--- config.mk ---
export PLATFORM = sky130hd
export DESIGN_NAME = led_tick_ctrl
export DESIGN_NICKNAME = d
export VERILOG_FILES = /design/src/rtl/led_tick_ctrl.sv
export SDC_FILE = /design/constraint.sdc
export NUM_CORES = 1
export LEC_CHECK = 0
export ABC_AREA = 1
export ABC_CLOCK_PERIOD_IN_PS = 5000
export CAP_MARGIN = 20
export CORE_ASPECT_RATIO = 1.2
export CORE_MARGIN = 2
export CORE_UTILIZATION = 41
export DETAILED_ROUTE_END_ITERATION = 16
export HOLD_SLACK_MARGIN = 0.05
export SYNTH_ARGS = -nofsm -noshare
export SYNTH_HDL_FRONTEND = slang
export SYNTH_SLANG_ARGS = --single-unit
--- constraint.sdc ---
create_clock -name clk -period 5 [get_ports clk]
set_clock_uncertainty 0.15 [all_clocks]
set_input_delay 0.75 -clock clk [delete_from_list [all_inputs] [get_ports clk]]
set_output_delay 0.75 -clock clk [all_outputs]
set_load 0.005 [all_outputs]
--- src/rtl/led_tick_ctrl.sv ---
// led_tick_ctrl: step-rate prescaler with debounced run/blank and speed pushbuttons.
module led_tick_ctrl #(
  parameter int STEP_DIV  = 12_500_000,
  parameter int DB_CYCLES = 1_000_000,
  parameter int CNT_W     = 24,
  parameter int DB_W      = 20
) (
  input  logic       clk,
  input  logic       rst,
  input  logic       btn_run_n,
  input  logic       btn_speed_n,
  output logic       step,
  output logic       state_ctrl,
  output logic [1:0] speed
);
  typedef enum logic {RUN = 1'b0, BLANK = 1'b1} state_t;
  localparam logic [DB_W-1:0] DB_MAX = DB_W'(DB_CYCLES);
  state_t state_q, state_d;
  logic [1:0] sy1_q, sy2_q, stb_q, stb_d, hit, press;
  logic [DB_W-1:0] db_q [2];
  logic [DB_W-1:0] db_d [2];
  logic [1:0] speed_q, speed_d;
  logic [CNT_W-1:0] per, cnt_q, cnt_d;
  logic step_q, step_d, run_ev, spd_ev, clr, wrap;
  // bit 0 is the run button, bit 1 the speed button
  always_comb begin
    for (int i = 0; i < 2; i++) begin
      hit[i] = sy2_q[i] != stb_q[i] && db_q[i] == DB_MAX;
      db_d[i] = sy2_q[i] != stb_q[i] && !hit[i] ? db_q[i] + 1'b1 : '0;
      stb_d[i] = hit[i] ? sy2_q[i] : stb_q[i];
      press[i] = hit[i] & ~sy2_q[i];
    end
  end
  assign run_ev = press[0];
  assign spd_ev = press[1];
  always_ff @(posedge clk or posedge rst) begin
    if (rst) state_q <= RUN;
    else state_q <= state_d;
  end
  always_comb state_d = run_ev ? (state_q == RUN ? BLANK : RUN) : state_q;
  always_comb state_ctrl = state_q == RUN;
  // any button event restarts the period so the first step lands a full period later
  always_comb begin
    speed_d = speed_q + {1'b0, spd_ev};
    per = CNT_W'(STEP_DIV) >> speed_q;
    clr = spd_ev || run_ev || state_q == BLANK;
    wrap = cnt_q == per - 1'b1;
    cnt_d = clr || wrap ? '0 : cnt_q + 1'b1;
    step_d = !clr && wrap;
  end
  always_ff @(posedge clk or posedge rst) begin
    if (rst) begin
      sy1_q <= '1;
      sy2_q <= '1;
      stb_q <= '1;
      db_q <= '{default: '0};
      speed_q <= '0;
      cnt_q <= '0;
      step_q <= 1'b0;
    end else begin
      sy1_q <= {btn_speed_n, btn_run_n};
      sy2_q <= sy1_q;
      stb_q <= stb_d;
      db_q <= db_d;
      speed_q <= speed_d;
      cnt_q <= cnt_d;
      step_q <= step_d;
    end
  end
  assign step = step_q;
  assign speed = speed_q;
endmodule

; ---- After elaboration in Yosys (flattened, before gate mapping)
; Index checks and enable logic that the tools add are counted.
[totals]
ff_bits = 74
inputBits = 4
word_cells = 41
[classes]
addsub = 5
eq_ne = 5
shift = 1
muxes = 4
bitwise = 5
n_reduce_logical = 11
[op_table]
columns = cell, count
row1 = $add A20 B1 Y20 const B, 2
row2 = $eq A20 B20 Y1 const B, 2
row3 = $mux W20, 2
row4 = $add A24 B1 Y24 const B, 1
row5 = $eq A24 B24 Y1, 1
row6 = $mux W24, 1
row7 = $shr A24 B2 Y24 const A, 1
row8 = $sub A24 B1 Y24 const B, 1
row9 = $logic_and A1 B1 Y1, 5
row10 = $logic_not A1 Y1, 3
row11 = $logic_or A1 B1 Y1, 3
row12 = $not A1 Y1, 3
row13 = $add A2 B1 Y2, 1
row14 = $and A1 B1 Y1, 2
row15 = $ne A1 B1 Y1, 2
row16 = $mux W1, 1

; ---- Logic depth before layout (Yosys ltp)
[logic_depth]
ltp_word = 7
mapped_depth = 13
mapped_depth_nobuf = 12

; ---- Worst setup path after synthesis
; No wires, ideal clock.
[synth_timing]
path_type = reg-to-reg
from = register speed_q[0], in the netlist speed[0]
to = register cnt_q[7]
setup_time_ns = 0.121
arrival_ns = 1.653
required_time_ns = 4.729
slack_ns = 3.076
path_stages_with_launch = 11
n_path_buf = 1
period_less_slack_ns = 1.924
cell_sequence = dfrtp_1 -> nand2_1 -> ha_1 -> xnor2_1 -> nor2_1 -> nand3_1 -> nor2_1 -> nand2_1 -> nand2_2 -> buf_6 -> nor2_1
[synth_between]
elab_chain_cells = 5
[synth_rtl]
columns = element, line
row1 = start: declaration, 22  ; logic [1:0] speed_q, speed_d;
row2 = start signal: assignment, 65  ; speed_q <= speed_d;
row3 = $shr A24 B2 Y24, 45  ; per = CNT_W'(STEP_DIV) >> speed_q;
row4 = $sub A24 B1 Y24, 47  ; wrap = cnt_q == per - 1'b1;
row5 = $eq A24 B24 Y1, 47
row6 = $logic_or A1 B1 Y1, 48  ; cnt_d = clr || wrap ? '0 : cnt_q + 1'b1;
row7 = $mux W24, 48
row8 = net cnt_d[7], 23  ; logic [CNT_W-1:0] per, cnt_q, cnt_d;
row9 = end signal: assignment, 66  ; cnt_q <= cnt_d;
row10 = end: declaration, 23
; The timed path passes the listed nets, and every way through them passes these cells.
; A chain may end at the register's enable or synchronous reset.

; ---- Final worst setup path
[layout_timing]
from = register speed_q[1], in the netlist speed[1]
to = output speed[1]
[layout_lines]
columns = element, line
row1 = end: declaration, 14  ; output logic [1:0] speed
; No word-level cell between the ends.

==> impl_metrics.json <==
{
  "hp-class": "flop to flop",
  "antennaDiodeCount": 0,
  "synth_edf_count": 0,
  "seq_area_frac_synth": 0.448,
  "maxSlewViolCount": 0,
  "clock.fmax_mhz": 405,
  "slowest_stage": "clkdlybuf4s50_1",
  "drtPass1Iterations": 4,
  "cp-start-kind": "flop",
  "fin_total_pwr_uw": 1420,
  "ys_types": 29,
  "post_route_cells_drive_above_1_share": 0.0579,
  "drv_cap": 0,
  "finalSetupTns_ns": 0,
  "critPathMaxFanout": 12,
  "power_leakage_uw": 0.00207,
  "placedCellCount": 680,
  "ys_warn_count": 0,
  "cp_num_buf_inv": 1,
  "finalCriticalPeriod_ns": 2.47,
  "syn_inst": 551,
  "tightest_slew_ns": 0.710,
  "synth_top_cell_area_share": 0.410,
  "slowest_delay_ns": 0.63,
  "grt_pass1_vias": 3331,
  "finalNonFillerCells": 696,
  "synth.most_common_cell": "nor2_1",
  "grt_setup_unrepaired": "false",
  "worstPathArrival_ns": 1.57,
  "vdd_ir_drop_max_mv": 0.161,
  "dp_slack_ns": 2.66,
  "drt_first_iter_violations": 165,
  "finalWorstSetupSlack_ns": 2.53,
  "syn_nets": 562,
  "grt_pass1_wl_um": 15400,
  "syn_area_um2": 4150,
  "routed_via_density": 4.95,
  "setup_viol": 0,
  "cts_buffers": 9,
  "ys_ff_latch": 74,
  "core_area_um2": 9960,
  "fillCellCount": 1010,
  "cts_tree": "yes",
  "synth-async-reset-ratio": 1.00,
  "cp_cell_sequence": "clkdlybuf4s50_1",
  "root_buffer": "clkbuf_16",
  "clk_latency_ns": 0.33,
  "grt.overflow.total": 0,
  "vias": 3443,
  "wl_per_cell_um": 12.7,
  "ys_top_cells_by_count": "nor2_1, nand2_1, dfrtp_1, inv_1, nand3_1",
  "synth_area_per_cell_um2": 7.54,
  "ant_nets": 0,
  "grt_max_degree": 31,
  "drcViolationCount": 0,
  "numClockSinks": 74,
  "yosys-top-cells-area": "dfrtp_1, nor2_1, nand2_1",
  "portBuffers": 7,
  "die_w_um": 95.9,
  "final_util": 0.473,
  "grt_use_total": 0.183,
  "critical-path-top-delay-family": "buffers and inverters",
  "p_per_area_nw_per_um2": 302,
  "post_cts_buffers": 0,
  "hpwl_um": 6520,
  "routed_wl_um": 8810,
  "yosys.area.top_type": "dfrtp_1",
  "outcome": "complete, no violations",
  "fin_nets": 576,
  "critPathKind": "flop to primary output",
  "antenna_found_initial": 0,
  "place_congestion": 0.846,
  "hold_buffers": 0,
  "relSlewSlack": 0.526,
  "rows": 40,
  "endpoint_kind": "primary output",
  "hold_viol": 0,
  "dieHeight_um": 114,
  "initial_utilization": 0.417,
  "htree_levels": 3,
  "synth_ff_type": "dfrtp_1",
  "clkTransAtPathRegs_ns": 0.06,
  "cts_resized": 0,
  "crit_required_ns": 4.10,
  "io-pin-count": 8,
  "syn_to_final_growth_pct": 13.4,
  "period_share": 0.494,
  "die-area_um2": 11000,
  "clock_path_buffers": 2
}
## state kept, by name (all words and copies together) (netlist names)
register and flops:
sy2_q 2, stb_q 2, cnt_q 24, step 1
db_q 40, state_q 1, sy1_q 2, speed 2
## report_power, final
group | total, uW | internal, uW | switching [uW]
clock | 780 | 538 | 242
combinational | 33.5 | 9.60 | 23.9
sequential | 612 | 606 | 5.41
## metal layers
layer / global-route usage / vias up / share of wire
met5: 0 / - / 0
met4: 0.0733 / 0 / 0.022
met3: 0.0415 / 13 / 0.021
met2: 0.297 / 34 / 0.49
met1: 0.234 / 1648 / 0.46
li1: - / 1748 / -
## cells in the final DEF, fill, tap and decap left out
master / n
o21a_1: 1
inv_2: 2
nor3_1: 21
xor2_1: 29
bufinv_16: 4
dfrtp_1: 68
o22ai_1: 1
buf_4: 2
nand4_1: 10
or2_2: 1
a31oi_1: 1
mux2_2: 1
nand2_2: 3
nand3b_1: 3
clkbuf_16: 9
clkinvlp_4: 1
dfstp_2: 6
ha_1: 7
nor2_1: 128
clkdlybuf4s50_1: 7
o21ai_0: 12
nand2_1: 116
xnor2_1: 14
and2_1: 1
a21oi_1: 7
clkbuf_1: 2
o21ai_1: 1
nand3_1: 32
nor3b_1: 8
o21bai_1: 2
inv_1: 66
nor2_2: 4
## cell type report
cell class                 instances  area (um2)  area share
clock buffer                      11         233      0.0494
clock inverter                     5         128      0.0271
inverter                          68         255      0.0542
multi-input combinational        403        1990       0.423
sequential                        74        1860       0.395
tap                              126         158      0.0335
timing repair buffer               9        85.1      0.0181
## final timing paths
| path | start | end | slack, ns | cells past startpoint |
|---|---|---|---|---|
| setup reg to reg | speed[1]$_DFF_PP0_ | cnt_q[22]$_DFF_PP0_ | 2.63 | 9 |
| setup / recovery | speed[1]$_DFF_PP0_ | speed[1] | 2.53 | 1 |
| hold reg to reg | sy1_q[0]$_DFF_PP1_ | sy2_q[0]$_DFF_PP1_ | 0.20 | 0 |
| max in group asynchronous | rst | sy2_q[1]$_DFF_PP1_ | 3.23 | 3 |
| min in group asynchronous | rst | db_q[36]$_DFF_PP0_ | 0.67 | 2 |
| hold / removal | sy1_q[0]$_DFF_PP1_ | sy2_q[0]$_DFF_PP1_ | 0.20 | 0 |
## per-stage QoR
stage	hold slack [ns]	cell area, um2
floorplan	0.195	4150
global placement	0.197	4350
detailed placement	0.198	4350
CTS	0.201	4710
global route	0.203	4710
finish	0.201	4710
## cells by family (layout without fill, tap and decap cells)
logic type	after synthesis	count (layout)	share of synthesized area
multiplexers	1	1	0.00271
buffers and inverters	74	93	0.0723
adder cells (fa/ha/maj)	7	7	0.0211
AND/OR/NAND/NOR	327	327	0.333
flip-flops	74	74	0.448
AO/OA/AOI/OAI	25	25	0.0325
XOR/XNOR	43	43	0.0907
Note: power is estimated with default switching activity, not from simulation.
